--- src/rtl/mem_access_unit.sv ---
// Load/store engine between the MEM stage and a word-wide data memory: one request at a time,
// 1-3 cycles to response; read-modify-write for sub-word stores; a held response stalls all new requests.
module mem_access_unit #(
  parameter int ADDR_W = 32,
  parameter int DATA_W = 32
) (
  input  logic              clk,
  input  logic              reset,
  input  logic              req_valid,
  output logic              req_ready,
  input  logic              req_write,
  input  logic [1:0]        req_size,
  input  logic              req_unsigned,
  input  logic [ADDR_W-1:0] req_addr,
  input  logic [DATA_W-1:0] req_wdata,
  output logic              resp_valid,
  input  logic              resp_ready,
  output logic [DATA_W-1:0] resp_rdata,
  output logic              resp_err,
  output logic              mem_write_enabled,
  output logic [ADDR_W-1:0] mem_addr,
  output logic [DATA_W-1:0] mem_w_data,
  input  logic [DATA_W-1:0] mem_r_data,
  input  logic              mem_err
);

  typedef enum logic [1:0] {IDLE, READ, WRITE, RESP} state_t;

  state_t              state_q, state_d;
  logic                write_q, write_d;
  logic [1:0]          size_q, size_d;
  logic                unsigned_q, unsigned_d;
  logic [ADDR_W-1:0]   addr_q, addr_d;
  logic [DATA_W-1:0]   wdata_q, wdata_d;
  logic [DATA_W-1:0]   buf_q, buf_d;
  logic [DATA_W-1:0]   rdata_q, rdata_d;
  logic                err_q, err_d;

  logic                req_fault;
  logic [4:0]          shamt;
  logic [DATA_W-1:0]   rd_shift, load_ext, lane_mask, lane_data, merged;
  logic [ADDR_W-1:0]   word_addr;

  assign req_fault = (req_size == 2'b11) ||
                     (req_size == 2'b01 && req_addr[0]) ||
                     (req_size == 2'b10 && req_addr[1:0] != 2'b00);

  assign shamt     = {addr_q[1:0], 3'b000};
  assign word_addr = {addr_q[ADDR_W-1:2], 2'b00};
  assign rd_shift  = mem_r_data >> shamt;

  always_comb begin
    load_ext  = mem_r_data;
    lane_mask = '0;
    lane_data = '0;
    case (size_q)
      2'b00: begin
        load_ext  = unsigned_q ? {24'b0, rd_shift[7:0]} : {{24{rd_shift[7]}}, rd_shift[7:0]};
        lane_mask = 32'h0000_00FF << shamt;
        lane_data = {24'b0, wdata_q[7:0]} << shamt;
      end
      2'b01: begin
        load_ext  = unsigned_q ? {16'b0, rd_shift[15:0]} : {{16{rd_shift[15]}}, rd_shift[15:0]};
        lane_mask = 32'h0000_FFFF << shamt;
        lane_data = {16'b0, wdata_q[15:0]} << shamt;
      end
      default: ;
    endcase
    // Word stores skip READ, so the buffer is meaningless for them.
    merged = (size_q == 2'b10) ? wdata_q : ((buf_q & ~lane_mask) | lane_data);
  end

  always_comb begin
    state_d           = state_q;
    write_d           = write_q;
    size_d            = size_q;
    unsigned_d        = unsigned_q;
    addr_d            = addr_q;
    wdata_d           = wdata_q;
    buf_d             = buf_q;
    rdata_d           = rdata_q;
    err_d             = err_q;
    req_ready         = 1'b0;
    resp_valid        = 1'b0;
    resp_rdata        = '0;
    resp_err          = 1'b0;
    mem_write_enabled = 1'b0;
    mem_addr          = '0;
    mem_w_data        = '0;
    case (state_q)
      IDLE: begin
        req_ready = 1'b1;
        if (req_valid) begin
          write_d    = req_write;
          size_d     = req_size;
          unsigned_d = req_unsigned;
          addr_d     = req_addr;
          wdata_d    = req_wdata;
          err_d      = req_fault;
          rdata_d    = '0;
          if (req_fault)                            state_d = RESP;
          else if (req_write && req_size == 2'b10)  state_d = WRITE;
          else                                      state_d = READ;
        end
      end
      READ: begin
        mem_addr = word_addr;
        buf_d    = mem_r_data;
        err_d    = err_q | mem_err;
        if (write_q) begin
          state_d = WRITE;
        end else begin
          rdata_d = (err_q | mem_err) ? '0 : load_ext;
          state_d = RESP;
        end
      end
      WRITE: begin
        mem_write_enabled = 1'b1;
        mem_addr          = word_addr;
        mem_w_data        = merged;
        err_d             = err_q | mem_err;
        state_d           = RESP;
      end
      RESP: begin
        resp_valid = 1'b1;
        resp_rdata = rdata_q;
        resp_err   = err_q;
        if (resp_ready) state_d = IDLE;
      end
      default: state_d = IDLE;
    endcase
  end

  always_ff @(posedge clk or negedge reset) begin
    if (!reset) begin
      state_q    <= IDLE;
      write_q    <= 1'b0;
      size_q     <= 2'b00;
      unsigned_q <= 1'b0;
      addr_q     <= '0;
      wdata_q    <= '0;
      buf_q      <= '0;
      rdata_q    <= '0;
      err_q      <= 1'b0;
    end else begin
      state_q    <= state_d;
      write_q    <= write_d;
      size_q     <= size_d;
      unsigned_q <= unsigned_d;
      addr_q     <= addr_d;
      wdata_q    <= wdata_d;
      buf_q      <= buf_d;
      rdata_q    <= rdata_d;
      err_q      <= err_d;
    end
  end

endmodule

--- config.mk ---
export PLATFORM = sky130hd
export DESIGN_NAME = mem_access_unit
export DESIGN_NICKNAME = d
export VERILOG_FILES = /design/src/rtl/mem_access_unit.sv
export SDC_FILE = /design/constraint.sdc
export NUM_CORES = 1
export LEC_CHECK = 0
export ABC_AREA = 1
export CAP_MARGIN = 20
export CORE_ASPECT_RATIO = 0.5
export CORE_MARGIN = 4
export CORE_UTILIZATION = 49
export DETAILED_ROUTE_END_ITERATION = 12
export PLACE_DENSITY = 0.81
export SLEW_MARGIN = 10
export SYNTH_ARGS = -nofsm -noshare
export SYNTH_HDL_FRONTEND = slang
export SYNTH_SLANG_ARGS = --single-unit
--- constraint.sdc ---
create_clock -name clk -period 2.1 [get_ports clk]
set_clock_uncertainty 0.2 [all_clocks]
set_input_delay 0.42 -clock clk [delete_from_list [all_inputs] [get_ports clk]]
set_output_delay 0.42 -clock clk [all_outputs]
set_load 0.02 [all_outputs]
## Yosys cells after proc, flatten, opt, wreduce, memory -nomap -nowiden

Cells that the tools add are included.

- Flip-flop bits (word level): 135
- Bits of input ports: 105
- Logic and storage cells: 69

- Equality and inequality tests: 11
- Shifts and indexed selects: 5
- Multiplexer cells: 25
- Bitwise logic cells: 4
- Reductions and logical operators: 15

Operators with widths:

| cell | number |
|---|---|
| 2-to-1 mux 32 bit | 9 |
| one-hot mux 32 bit (2 select lines) | 4 |
| AND 32 bit | 1 |
| inverter 32 bit | 1 |
| bitwise OR 32 bit | 1 |
| << shifter 16 x 5 -> 32 bit | 1 |
| << shifter 16 x 5 -> 32 bit (first input constant) | 1 |
| << shifter 8 x 5 -> 32 bit | 1 |
| << shifter 8 x 5 -> 32 bit (first input constant) | 1 |
| >> shifter 32 x 5 -> 16 bit | 1 |
| equality test 2 bit (second input constant) | 5 |
| 2-to-1 mux 2 bit | 4 |
| one-hot mux 2 bit (4 select lines) | 1 |
| equality test 2 x 1 -> 1 bit (second input constant) | 3 |
| 2-to-1 mux 1 bit | 6 |
| != test 2 bit (second input constant) | 3 |
| AND reduction 2 bit | 3 |
| nonzero test 2 bit | 3 |
| zero test 2 bit | 2 |
| logical AND 1 bit | 3 |
| AND reduction 3 bit | 1 |
| logical OR 1 bit | 2 |
| one-hot mux 1 bit (2 select lines) | 1 |
| OR reduction 2 bit | 1 |
| bitwise OR 1 bit | 1 |

## Logic depth before layout (Yosys ltp)

- Word-level depth: 7
- Depth in mapped cells: 11
- Depth with buffers taken out: 9

## Worst setup path before layout

OpenSTA, ideal clock, no wires.

- Path type: reg-to-output
- Start: reg state_q[0]
- End: out mem_w_data[22]
- Arrival time: 1.587 ns
- Data required time: 1.480 ns
- Slack: -0.107 ns
- Stages on the path, launching flop included: 6
- Path buffers: 1
- Cell sequence: dfrtp_1 > inv_1 > ha_1 > clkbuf_1 > o21ai_0 > a21oi_1

- Word-level cells in the longest chain between the ends: 2

Ends and longest elaborated chain:

| what | RTL line | text |
|---|---|---|
| start, declared | 29 | `state_t state_q, state_d;` |
| start signal, assigned | 146 | `state_q <= state_d;` |
| equality test 2 bit | 90 | `case (state_q)` |
| 2-to-1 mux 32 bit | 90 |  |
| end, declared | 22 | `output logic [DATA_W-1:0] mem_w_data,` |

No other way between the ends.

## Final worst setup path

- Start: reg size_q[1]
- End: out mem_w_data[24]

- Word-level cells in the longest chain between the ends: 7
- Elaborated cells on any way between the ends: 10
- Classes of those cells: eq/ne (2); mux (4); bitwise (3); reduce/logical (1)

Ends and longest elaborated chain:

| what | RTL line | text |
|---|---|---|
| start, declared | 31 | `logic [1:0] size_q, size_d;` |
| start signal, assigned | 148 | `size_q <= size_d;` |
| equality test 2 x 1 -> 1 bit or zero test 2 bit (tied branches) | 56 | `case (size_q)` |
| one-hot mux 32 bit (2 select lines) | 56 |  |
| inverter 32 bit | 70 | `merged = (size_q == 2'b10) ? wdata_q : ((buf_q & ~lane_mask) \| lane_data);` |
| AND 32 bit | 70 |  |
| bitwise OR 32 bit | 70 |  |
| 2-to-1 mux 32 bit * | 70 |  |
| 2-to-1 mux 32 bit * | 90 |  |

Mark *: on every way between the ends. The rest lies on a longest branch, timed or not.

==> metrics.txt <==
top-area cell type share of the netlist area 0.4519; first-pass GRT wire length 44,220 um; worst vdd ir 1021 uV; status complete, but fails checks; vias in the first global route 8,288; # diodes 0; Multi-input gate area between 4000 and 5000 um^2; max-cap viol count 0; register clock-pin slew on the reported worst setup and hold paths 60 ps; clock root buffer clkbuf_16; initial antenna violation count 0; Final Max Tran Viols 0; post-layout total power 22.63 mW; Nets 1,490; FF+latch count, synth 135; ys async rst share 1.000; layout cell share with drive strength beyond 1 0.3745; area growth from synthesis to layout 69.77%; DR vias/cell 5.664; violated checks negative setup slack; R2R Path End rdata_q[7]; DP HPWL 18,620 um; final std cells w/o fill around 1,600; CP startpoint kind register; delay-heaviest family, CP simple AND/OR/NAND/NOR gates; commonest non-fill, non-tap cell in the layout nand2_1; worst reg2reg setup slack -70 ps; R2R cell count 13; period utilisation layout 1.218; die height 95.34 um; chip width 182.7 um; Crit. End Element output pin; std cell rows 31; CP Class reg -> out; Yosys top cell by area dfrtp_1; Yosys warnings 0; crit-path most repeated cell nand2_2; Worst path slowest cell dfrtp_2; detailed-route wire length per cell 20.68 um; EDFF count, synth 0; top_reg_cell synth dfrtp_1; Reg area 3383 um^2; I/O pin count 205; TritonRoute pass-1 iters 8; WP data required between 1000 and 1500 ps; Max H-tree Level 4; final setup fails 110; final wirelength 32,930 um; grt total ovfl 0; die area 17,420 um^2; Initial Utilization 0.5086; unrepaired setup endpoints after global routing yes; Total GRT Usage 0.3247; Largest stage delay, worst path between 400 and 500 ps; r2r startpoint state_q[0]; Setup TNS -31,990 ps; First DRT Iteration DRCs ~1,300; final hold vios 0; largest net degree at the start of global routing 58; post-synthesis cell count 1,088; Finished Core Util 0.8634; crit-path cells buf_4, nor2_4, nand2_2, nand2_2, nand3_1, a21o_1, inv_2, buf_6; Core Region 14,700 um^2; Tmin final between 2000 and 3000 ps; static leakage 7.012 nW; Peak Freq 390.8 MHz; Final WS setup -458.6 ps; Hold Path Class in -> async; CTS Buf Count 17; Pwr Density 1783 nW/um^2; crit path buf inv count 3; most frequent cells in the layout nand2_1, dfrtp_1, buf_6, clkdlybuf4s50_1, inv_2; Final ANT Viol Nets 0; clock sinks 135; Place WS -489.0 ps; Bufs on Longest Clock Path 2; vias post-DR 9,017; TritonCTS clock tree done; DRC 0; crit path max fanout 5; global placement routability congestion ~0.96; Post-Syn Area ~7500 um^2; # placed instances 1,499; CP arrival 1940 ps; Yosys cell types 31; fillcell total approximately 760; Mean Syn Cell Area 6.871 um^2; top post-synthesis cells by area dfrtp_1, nand2_1, inv_1, o21ai_0, nand3_1; register area share after synthesis 0.4519; clk_lat worst skew 410 ps; port bufs just over 200
## flip-flops by register name, indices dropped and copies added, names as in the netlist
| name | count |
|---|---|
| addr_q | 32 |
| buf_q | 32 |
| rdata_q | 32 |
| wdata_q | 32 |
| size_q | 2 |
| state_q | 2 |
| err_q | 1 |
| unsigned_q | 1 |
| write_q | 1 |
## layout make-up
type / instances / area share
multi-input cells: 776 / 0.3399
clock inverters: 13 / 0.01351
repair buffers: 329 / 0.2872
clock buffers: 19 / 0.03490
well taps: 198 / 0.01952
flip-flops and latches: 135 / 0.2666
inverters: 122 / 0.03845
## power by group
group / switching, mW / leakage (nW) / total (mW) / internal [mW]
logic: 8.30 / 5.01 / 14.8 / 6.47
registers: 1.05 / 1.72 / 4.69 / 3.64
clock network: 1.25 / 0.288 / 3.17 / 1.92
## cell usage after synthesis, types with 3 or more instances
library cell,number
nand3_1,52
or2_1,7
o211ai_1,7
o21ai_1,11
nor2_1,32
inv_2,14
inv_1,108
o22ai_1,8
o21ai_0,58
nand2_2,3
dfrtp_1,135
clkbuf_1,34
ha_1,4
a21o_1,8
nand2_1,528
nor2_4,6
buf_2,15
buf_6,4
a21oi_1,36
buf_4,5
## how the worst max path moves through the flow
stage / start / cells after the start / endpoint
6_report: size_q[1] / 8 / mem_w_data[24]
2_1_floorplan: addr_q[0] / 7 / mem_w_data[6]
3_5_place_dp: size_q[1] / 8 / mem_w_data[20]
5_1_grt: size_q[1] / 7 / mem_w_data[0]
4_1_cts: size_q[0] / 7 / mem_w_data[8]
3_3_place_gp: size_q[1] / 8 / mem_w_data[12]
## through the flow
step | instance area [um^2] | hold slack (ps)
after floorplan | 7493 | -75.59
after global placement | 10110 | 140.8
after detailed placement | 10110 | 147.5
after CTS | 11560 | 258.3
after global routing | 12690 | 284.8
final | 12690 | 260.7
## logic make-up after synthesis
logic type,count (synthesis),share of synthesized area
flops,135,0.4519
other cells,1,0.0005016
simple gates,638,0.3463
compound gates,130,0.09523
buf+inv,180,0.09941
fa+ha+maj,4,0.006695
## metal layers
metal	global-route usage	wire, um	vias up
li1	-	-	3925
met1	0.4209	12270	4293
met2	0.5185	15560	658
met3	0.1021	3703	141
met4	0.1205	1394	0
met5	0	0	-
## timing repair
action                                  CTS  global route
hold buffers                              1             0
gates cloned                             10             3
buffers inserted                         26            27
pin swaps                                11            50
endpoints found under the setup margin  132           146
endpoints found under the hold margin    16             0
gates resized for setup                 651           308
(Power assumes the default switching activity.)
